<file path="src/rtl/stopwatch_core.sv">
// stopwatch_core: conditions the user inputs, divides clk down to a 1 Hz tick
// and runs the IDLE/RUN/PAUSE/ADJUST control for a 0..MAX_COUNT seconds count.
module stopwatch_core #(
    parameter int unsigned CLK_HZ          = 100000000,
    parameter int unsigned DEBOUNCE_CYCLES = 1000000,
    parameter int unsigned MAX_COUNT       = 5999
) (
    input  logic        clk,
    input  logic        rst_n,
    input  logic        btn_start,
    input  logic        btn_clear,
    input  logic        btn_inc,
    input  logic        adj_mode,
    input  logic        adj_sel,
    output logic [12:0] count,
    output logic        running,
    output logic        tick,
    output logic        wrap
);

    localparam int unsigned PW = $clog2(CLK_HZ);
    localparam int unsigned DW = $clog2(DEBOUNCE_CYCLES + 1);
    localparam logic [PW-1:0] PRESC_LAST = PW'(CLK_HZ - 1);
    localparam logic [DW-1:0] DB_LAST    = DW'(DEBOUNCE_CYCLES - 1);
    localparam logic [12:0]   COUNT_MAX  = 13'(MAX_COUNT);

    typedef enum logic [1:0] {
        IDLE   = 2'd0,
        RUN    = 2'd1,
        PAUSE  = 2'd2,
        ADJUST = 2'd3
    } state_t;

    // input bit order: 0 start, 1 clear, 2 inc, 3 adj_mode, 4 adj_sel
    logic [4:0]    w_raw;
    logic [4:0]    r_sync1;
    logic [4:0]    r_sync2;
    logic [1:0]    r_settle;
    logic [3:0]    r_acc;
    logic [DW-1:0] r_db_cnt [4];
    logic [2:0]    r_acc_d;
    logic [2:0]    r_armed;
    logic [2:0]    r_press;

    logic          w_start;
    logic          w_clear;
    logic          w_inc;
    logic          w_adj_lvl;
    logic          w_adj_sel;

    state_t        r_state;
    state_t        w_state_nxt;
    logic [12:0]   r_count;
    logic [12:0]   w_count_nxt;
    logic [PW-1:0] r_presc;
    logic [PW-1:0] w_presc_nxt;
    logic          r_running;
    logic          w_tick;
    logic          w_wrap;

    logic [12:0]   w_min;
    logic [12:0]   w_sec;
    logic [12:0]   w_min_inc;
    logic [12:0]   w_sec_inc;
    logic [12:0]   w_adj_val;
    logic [12:0]   w_adj_count;

    assign w_raw = {adj_sel, adj_mode, btn_inc, btn_clear, btn_start};

    // two-flop synchronisers plus a settle flag marking when the chain holds live samples
    always_ff @(posedge clk or negedge rst_n) begin
        if (!rst_n) begin
            r_sync1  <= '0;
            r_sync2  <= '0;
            r_settle <= '0;
        end else begin
            r_sync1  <= w_raw;
            r_sync2  <= r_sync1;
            r_settle <= {r_settle[0], 1'b1};
        end
    end

    // debounce: accepted level flips after DEBOUNCE_CYCLES consecutive differing samples
    always_ff @(posedge clk or negedge rst_n) begin
        if (!rst_n) begin
            r_acc <= '0;
            for (int unsigned i = 0; i < 4; i++) begin
                r_db_cnt[i] <= '0;
            end
        end else begin
            for (int unsigned i = 0; i < 4; i++) begin
                if (r_sync2[i] == r_acc[i]) begin
                    r_db_cnt[i] <= '0;
                end else if (r_db_cnt[i] == DB_LAST) begin
                    r_acc[i]    <= r_sync2[i];
                    r_db_cnt[i] <= '0;
                end else begin
                    r_db_cnt[i] <= r_db_cnt[i] + DW'(1);
                end
            end
        end
    end

    // press pulses on accepted rising edges; a button only arms once it has been
    // seen released after reset, so a button held through reset cannot fire
    always_ff @(posedge clk or negedge rst_n) begin
        if (!rst_n) begin
            r_acc_d <= '0;
            r_armed <= '0;
            r_press <= '0;
        end else begin
            r_acc_d <= r_acc[2:0];
            r_armed <= r_armed | ({3{r_settle[1]}} & ~r_sync2[2:0] & ~r_acc[2:0]);
            r_press <= r_armed & r_acc[2:0] & ~r_acc_d;
        end
    end

    assign w_start   = r_press[0];
    assign w_clear   = r_press[1];
    assign w_inc     = r_press[2];
    assign w_adj_lvl = r_acc[3];
    assign w_adj_sel = r_sync2[4];

    assign w_tick = (r_state == RUN) && (r_presc == PRESC_LAST) && !w_clear;
    assign w_wrap = w_tick && (r_count >= COUNT_MAX);

    // MM:SS field adjust: split count, bump one field modulo its range, recombine
    always_comb begin
        w_min       = r_count / 13'd60;
        w_sec       = r_count % 13'd60;
        w_sec_inc   = (w_sec >= 13'd59) ? '0 : w_sec + 13'd1;
        w_min_inc   = (w_min >= 13'd99) ? '0 : w_min + 13'd1;
        w_adj_val   = w_adj_sel ? (w_min_inc * 13'd60 + w_sec)
                                : (w_min * 13'd60 + w_sec_inc);
        w_adj_count = (w_adj_val > COUNT_MAX) ? '0 : w_adj_val;
    end

    // next-state, count and prescaler decode; clear overrides every other event
    always_comb begin
        w_state_nxt = r_state;
        w_count_nxt = r_count;
        w_presc_nxt = r_presc;
        if (w_clear) begin
            w_state_nxt = IDLE;
            w_count_nxt = '0;
            w_presc_nxt = '0;
        end else begin
            case (r_state)
                IDLE: begin
                    if (w_start) begin
                        w_state_nxt = RUN;
                        w_presc_nxt = '0;
                    end else if (w_adj_lvl) begin
                        w_state_nxt = ADJUST;
                    end
                end
                RUN: begin
                    if (r_presc == PRESC_LAST) begin
                        w_presc_nxt = '0;
                        w_count_nxt = (r_count >= COUNT_MAX) ? '0 : r_count + 13'd1;
                    end else begin
                        w_presc_nxt = r_presc + PW'(1);
                    end
                    if (w_start) begin
                        w_state_nxt = PAUSE;
                    end
                end
                PAUSE: begin
                    if (w_start) begin
                        w_state_nxt = RUN;
                    end else if (w_adj_lvl) begin
                        w_state_nxt = ADJUST;
                    end
                end
                ADJUST: begin
                    if (w_inc) begin
                        w_count_nxt = w_adj_count;
                    end
                    if (!w_adj_lvl) begin
                        w_state_nxt = PAUSE;
                    end
                end
                default: begin
                    w_state_nxt = IDLE;
                end
            endcase
        end
    end

    // state, count, prescaler and running registers
    always_ff @(posedge clk or negedge rst_n) begin
        if (!rst_n) begin
            r_state   <= IDLE;
            r_count   <= '0;
            r_presc   <= '0;
            r_running <= 1'b0;
        end else begin
            r_state   <= w_state_nxt;
            r_count   <= w_count_nxt;
            r_presc   <= w_presc_nxt;
            r_running <= (w_state_nxt == RUN);
        end
    end

    assign count   = r_count;
    assign running = r_running;
    assign tick    = w_tick;
    assign wrap    = w_wrap;

endmodule
</file>
<file path="config.mk">
export PLATFORM = sky130hd
export DESIGN_NAME = stopwatch_core
export DESIGN_NICKNAME = d
export VERILOG_FILES = /design/src/rtl/stopwatch_core.sv
export SDC_FILE = /design/constraint.sdc
export NUM_CORES = 1
export LEC_CHECK = 0
export BUFFER_PORTS_ARGS = -buffer_cell sky130_fd_sc_hd__buf_2
export CORE_UTILIZATION = 38
export DETAILED_ROUTE_END_ITERATION = 16
export SYNTH_ARGS = -nofsm -noshare
export SYNTH_HDL_FRONTEND = slang
export SYNTH_SLANG_ARGS = --single-unit
</file>
<file path="constraint.sdc">
create_clock -name clk -period 14.4 [get_ports clk]
set_input_delay 0 -clock clk [delete_from_list [all_inputs] [get_ports clk]]
set_output_delay 0 -clock clk [all_outputs]
set_load 0.02 [all_outputs]
</file>
==> qor.yml, run 1 <==
drive_above_1_share_pct: 7.89
core_sq_mm: 0.0279
clkTransAtPathRegs_ps: 60
grt_pass1_vias: 8053
cts_root_buf: "clkbuf_16"
async_reset_ff_share_pct: 100
routabilityCongestion: 0.840
worst_path_max_delay_cell: "dfrtp_1"
wire_per_inst_um: 13.7
crit_required_ps: 14670
cts_tree: "done"
fin_area_sq_mm: 0.0119
avgSynthCellArea_sq_um: 8.79
synth_largest_area_cell: "dfrtp_1"
post-cts-setup-buffers: 0
skew_ps: 8.18
num_antenna_cells: 0
min_period_over_period_pct: 64.2
final_net_count: 1354
cpMostUsedCell: "fa_1"
cp-start-kind: "flip-flop"
finalMaxSlewViolations: 0
fp-row-count: 61
antenna_found_initial: 0
area_growth_pct: 10.4
dominantRegCellSynth: "dfrtp_1"
yosysMostFrequentCell: "nor2_1"
hold_viol: 0
synth_top_area_share_pct: 34.2
htreeDepth: 4
dp_hpwl_um: 16500
post-route-min-period_ps: 9250
die_area_sq_mm: 0.0291
clockBufferDepth: 2
power.density_mw_per_mm2: 73.8
numCtsBuffers: 17
ys_seq_area_share_pct: 34.2
clock.fmax_mhz: 108
place_area_sq_mm: 0.0113
path_max_fanout: 20
numPortBuffers: 22
vias: 8523
irDropWorstVdd_mv: 0.0797
hold_class: "input port to async pin"
gr-total-overflow: 0
ys_seq_elements: 148
status: "finished, final reports clean"
path_class: "flip-flop to flip-flop"
ys_warn_count: 0
grt_max_degree: 81
setup-tns-final_ps: 0
timing.slew.headroom_pct: 30.4
grt_pass1_wl_um: 39100
end_kind: "flip-flop"
ios: 23
drc: 0
clock_sinks: 148
syn_inst: 1231
drv_cap: 0
start_util_pct: 38.8
ys_types: 86
first_pass_iters: 5
slowest_delay_ps: 730
postRouteAntennaNets: 0
die_w_um: 171
tightest_slew_ps: 1040
viasPerCell: 5.18
p_leak_nw: 5.36
fin_util_pct: 42.9
grt_setup_unrepaired: "false"
gr-usage-all-layers_pct: 16.4
crit_arrival_ps: 9520
drt_iter0_drc: 489
nFillCells: 2753
wirelength_um: 22500
synth-edff-count: 0
clkLatencyLatePin_ps: 420
syn_area_sq_mm: 0.0108
synth_area_leaders: "dfrtp_1 34%, ha_1 7.3%, fa_1 5.6%, nor2_1 5.5%, xnor2_1 5.4%"
die_h_um: 171
netlist_top_cells_count: "159 x nor2_1, 148 x dfrtp_1, 96 x nand2_1"
setup_viol: 0
-- area by class of cell --
| class | count | area [sq um] | area share, % |
|---|---|---|---|
| Inverter | 80 | 300 | 2.51 |
| Tap cell | 378 | 473 | 3.96 |
| Clock inverter | 11 | 100 | 0.838 |
| Clock buffer | 21 | 470 | 3.94 |
| Sequential cell | 148 | 3700 | 31.0 |
| Multi-Input combinational cell | 972 | 6670 | 55.8 |
| Timing Repair Buffer | 35 | 229 | 1.92 |
-- what timing repair did --
action / in CTS / in global routing
hold endpoints to repair: 84 / 0
gates resized for setup: 0 / 0
hold buffers: 6 / 0
-- metrics by stage --
| stage | instances | power (W) | setup WS, ps | hold slack, ps |
|---|---|---|---|---|
| floorplan | 1242 | 0.000450 | 6470 | -296 |
| global placement | 1607 | 0.000464 | 5470 | 94.9 |
| detailed placement | 1607 | 0.000464 | 5220 | 93.4 |
| CTS | 1645 | 0.000895 | 5160 | 193 |
| global route | 1645 | 0.000917 | 4450 | 211 |
| finish | 1645 | 0.000882 | 5150 | 173 |
-- cells by family after synthesis --
logic type / synth area share (%)
compound gates: 15.6
xor+xnor: 9.70
fa+ha+maj: 12.9
buf+inv: 4.49
flops: 34.2
mux: 0.902
other cells: 0.0694
simple gates: 22.0
-- layout by cell type (no fill, tap or decap), types with 6 or more instances in the layout --
| cell type | count |
|---|---|
| o21ai_0 | 82 |
| o31ai_1 | 8 |
| dfrtp_1 | 148 |
| o21bai_1 | 7 |
| buf_2 | 21 |
| nor4_1 | 6 |
| xor2_1 | 51 |
| clkbuf_16 | 17 |
| ha_1 | 63 |
| conb_1 | 13 |
| o211ai_1 | 8 |
| or2_2 | 7 |
| a21o_1 | 13 |
| and2_1 | 13 |
| nand2_1 | 96 |
| nand2b_1 | 6 |
| buf_4 | 7 |
| nor3_1 | 16 |
| o21a_1 | 8 |
| a31oi_1 | 12 |
| a21oi_1 | 55 |
| dlygate4sd3_1 | 6 |
| o221ai_1 | 8 |
| a211oi_1 | 7 |
| and3_1 | 48 |
| nand3_1 | 50 |
| and4_1 | 6 |
| nor2b_1 | 7 |
| inv_1 | 79 |
| mux2_2 | 6 |
| fa_1 | 30 |
| nor2_1 | 159 |
| or3_1 | 17 |
| xnor2_1 | 67 |
| nand4_1 | 20 |
-- power breakdown --
group / switching [W] / total (W) / internal, W
logic: 0.0000219 / 0.0000325 / 0.0000107
clock network: 0.000173 / 0.000425 / 0.000252
registers: 0.00000411 / 0.000424 / 0.000420
-- critical path, delay by kind of cell, from the launching register on --
kind                       cells  cell delay (ps)
AOI/OAI and AO/OA             13             3360
DFF                            1              730
adders and majority gates      5             2170
muxes                          1              290
xor gates and xnor gates       1              120
buffers and inverters          2              140
and+or+nand+nor               10             2290
-- metal layers --
metal	wire, um	part of all wire [%]	track usage [%]
met1	11300	50	23.2
met2	10300	46	26.2
met3	546	2.4	2.08
met4	294	1.3	4.78
met5	0	0	0
-- registers in the layout, summed over array words and instances, names as in the netlist --
| signal | cells |
|---|---|
| r_sync2 | 5 |
| r_presc | 27 |
| r_settle | 2 |
| r_sync1 | 5 |
| r_acc | 4 |
| r_state | 2 |
| running | 1 |
| r_press | 3 |
| r_acc_d | 3 |
| r_db_cnt | 80 |
| count | 13 |
| r_armed | 3 |
-- path summary, 6_finish.rpt --
check / depth (start not counted) / to / start / slack (ps)
max: 32 / count[9] / count[11] / 5150
min: 2 / r_db_cnt[50] / rst_n / 170
max reg2reg: 32 / count[9] / count[11] / 5150
min reg2reg: 0 / r_sync2[4] / r_sync1[4] / 350
max in group asynchronous: 3 / r_sync2[3] / rst_n / 12850
min in group clk: 2 / r_sync1[1] / btn_clear / 210
No activity file was read; power rests on OpenSTA's default activity.
==> inputs of run 2 (changes only) <==
==> constraint.sdc (replaced) <==
create_clock -name clk -period 9.5 [get_ports clk]
set_input_delay 0 -clock clk [delete_from_list [all_inputs] [get_ports clk]]
set_output_delay 0 -clock clk [all_outputs]
set_load 0.02 [all_outputs]
==> run 2 against run 1 <==
Against the previous run:
- clock-buffer cell count grew 2
- combinational power grew 52%
- first-iteration DRC count rose by 2.5%
- sequential share of layout area is 0.16 points lower
- worst setup slack got worse by 4400 ps
- hold slack gained 24 ps
- global-route usage grew 0.54 points
- power rose by 56%
- final area increased by 0.68%
- via count shrank 0.26%
- register-to-register slack worse by 4400 ps
- critical endpoint is now count[8]
- largest power group unchanged
==> qor.yml, run 2 (synthesis gave the netlist of run 1 again) <==
largest_register_ffs: 80
cts_root_buf: "clkbuf_16"
fp-row-count: 61
irDropWorstVdd_mv: 0.119
wirelength_um: 22600
wire_per_inst_um: 13.7
largest-register: "r_db_cnt"
grt_setup_unrepaired: "false"
clkLatencyLatePin_ps: 420
worst_path_max_delay_cell: "fa_1"
hold_class: "input port to async pin"
die_area_sq_mm: 0.0291
postRouteAntennaNets: 0
ios: 23
die_w_um: 171
viasPerCell: 5.15
end_kind: "flip-flop"
num_antenna_cells: 0
min_period_over_period_pct: 92.4
final_net_count: 1360
tightest_slew_ps: 1010
p_leak_nw: 5.40
crit_arrival_ps: 9050
post-route-min-period_ps: 8780
nFillCells: 2748
clkTransAtPathRegs_ps: 60
skew_ps: 8.03
drt_iter0_drc: 501
vias: 8501
cp-start-kind: "flip-flop"
power.density_mw_per_mm2: 114
clock_sinks: 148
timing.slew.headroom_pct: 32.6
place_inst: 1609
core_sq_mm: 0.0279
grt_pass1_vias: 8331
cpMostUsedCell: "fa_1"
final_cells: 1650
slowest_delay_ps: 640
finalMaxSlewViolations: 0
drive_above_1_share_pct: 8.57
gr-total-overflow: 0
htreeDepth: 4
area_growth_pct: 11.2
path_class: "flip-flop to flip-flop"
hold_viol: 0
grt_pass1_wl_um: 40400
gr-usage-all-layers_pct: 17.0
final_cell_mix: "159 x nor2_1, 143 x dfrtp_1, 95 x nand2_1"
setup_viol: 0
drv_cap: 0
numPortBuffers: 22
drc: 0
status: "finished, final reports clean"
dp_hpwl_um: 16600
path_max_fanout: 15
numCtsBuffers: 17
clockBufferDepth: 2
setup-tns-final_ps: 0
die_h_um: 171
antenna_found_initial: 0
clock.fmax_mhz: 114
final_common_cell: "nor2_1"
crit_required_ps: 9770
cts_tree: "done"
grt_max_degree: 84
routabilityCongestion: 0.832
start_util_pct: 38.8
first_pass_iters: 5
## run 2: power breakdown
part           leakage, nW  total (W)  internal (W)  switching, W
clock network        0.291   0.000681      0.000426      0.000254
logic                 3.16  0.0000494     0.0000162     0.0000333
registers             1.95   0.000644      0.000637    0.00000625
## run 2: area by class of cell
type / instances / area [sq um] / area share, %
Inverter: 80 / 300 / 2.50
Clock buffer: 23 / 468 / 3.89
Tap cell: 378 / 473 / 3.93
Sequential cell: 148 / 3710 / 30.8
Multi-Input combinational cell: 972 / 6680 / 55.5
Clock inverter: 8 / 126 / 1.05
Timing Repair Buffer: 41 / 274 / 2.28
## run 2: worst paths after layout
check	start	end	slack, ps	depth (start not counted)
max in group asynchronous	rst_n	count[10]	7910	3
worst max register to register	count[7]	count[8]	720	33
worst max-delay path	count[7]	count[8]	720	33
worst min-delay path	rst_n	r_db_cnt[51]	200	2
worst min register to register	r_sync1[2]	r_sync2[2]	340	0
min in group clk	btn_start	r_sync1[0]	220	2
## run 2: repair_timing
item	4_1_cts	5_1_grt
setup buffers	0	4
setup endpoints to repair	0	12
hold buffers	6	0
hold endpoints to repair	87	0
gates resized for setup	0	7
## run 2: metal layers
layer  track usage (%)  part of all wire, %
met3              2.38                  2.3
met1              23.5                   49
met5                 0                    0
met4              4.47                  1.2
met2              27.6                   47
## run 2: worst max-delay path, delay by kind of cell (launching register included)
kind / cells / cell delay [ps]
xor gates and xnor gates: 1 / 120
adders and majority gates: 5 / 2170
and+or+nand+nor: 13 / 2650
DFF: 1 / 610
muxes: 1 / 290
buffers and inverters: 3 / 350
AOI/OAI and AO/OA: 10 / 2440
## run 2: metrics by stage
stage | cell area [sq um] | utilization, % | hold WS, ps | setup WS, ps | total power, W
global route | 12000 | 43.2 | 207 | 85.8 | 0.00143
finish | 12000 | 43.2 | 196 | 720 | 0.00137
global placement | 11300 | 40.7 | 109 | 655 | 0.000703
floorplan | 10900 | - | -296 | 1570 | 0.000681
detailed placement | 11300 | 40.7 | 110 | 396 | 0.000703
CTS | 12000 | 43.0 | 192 | 344 | 0.00139
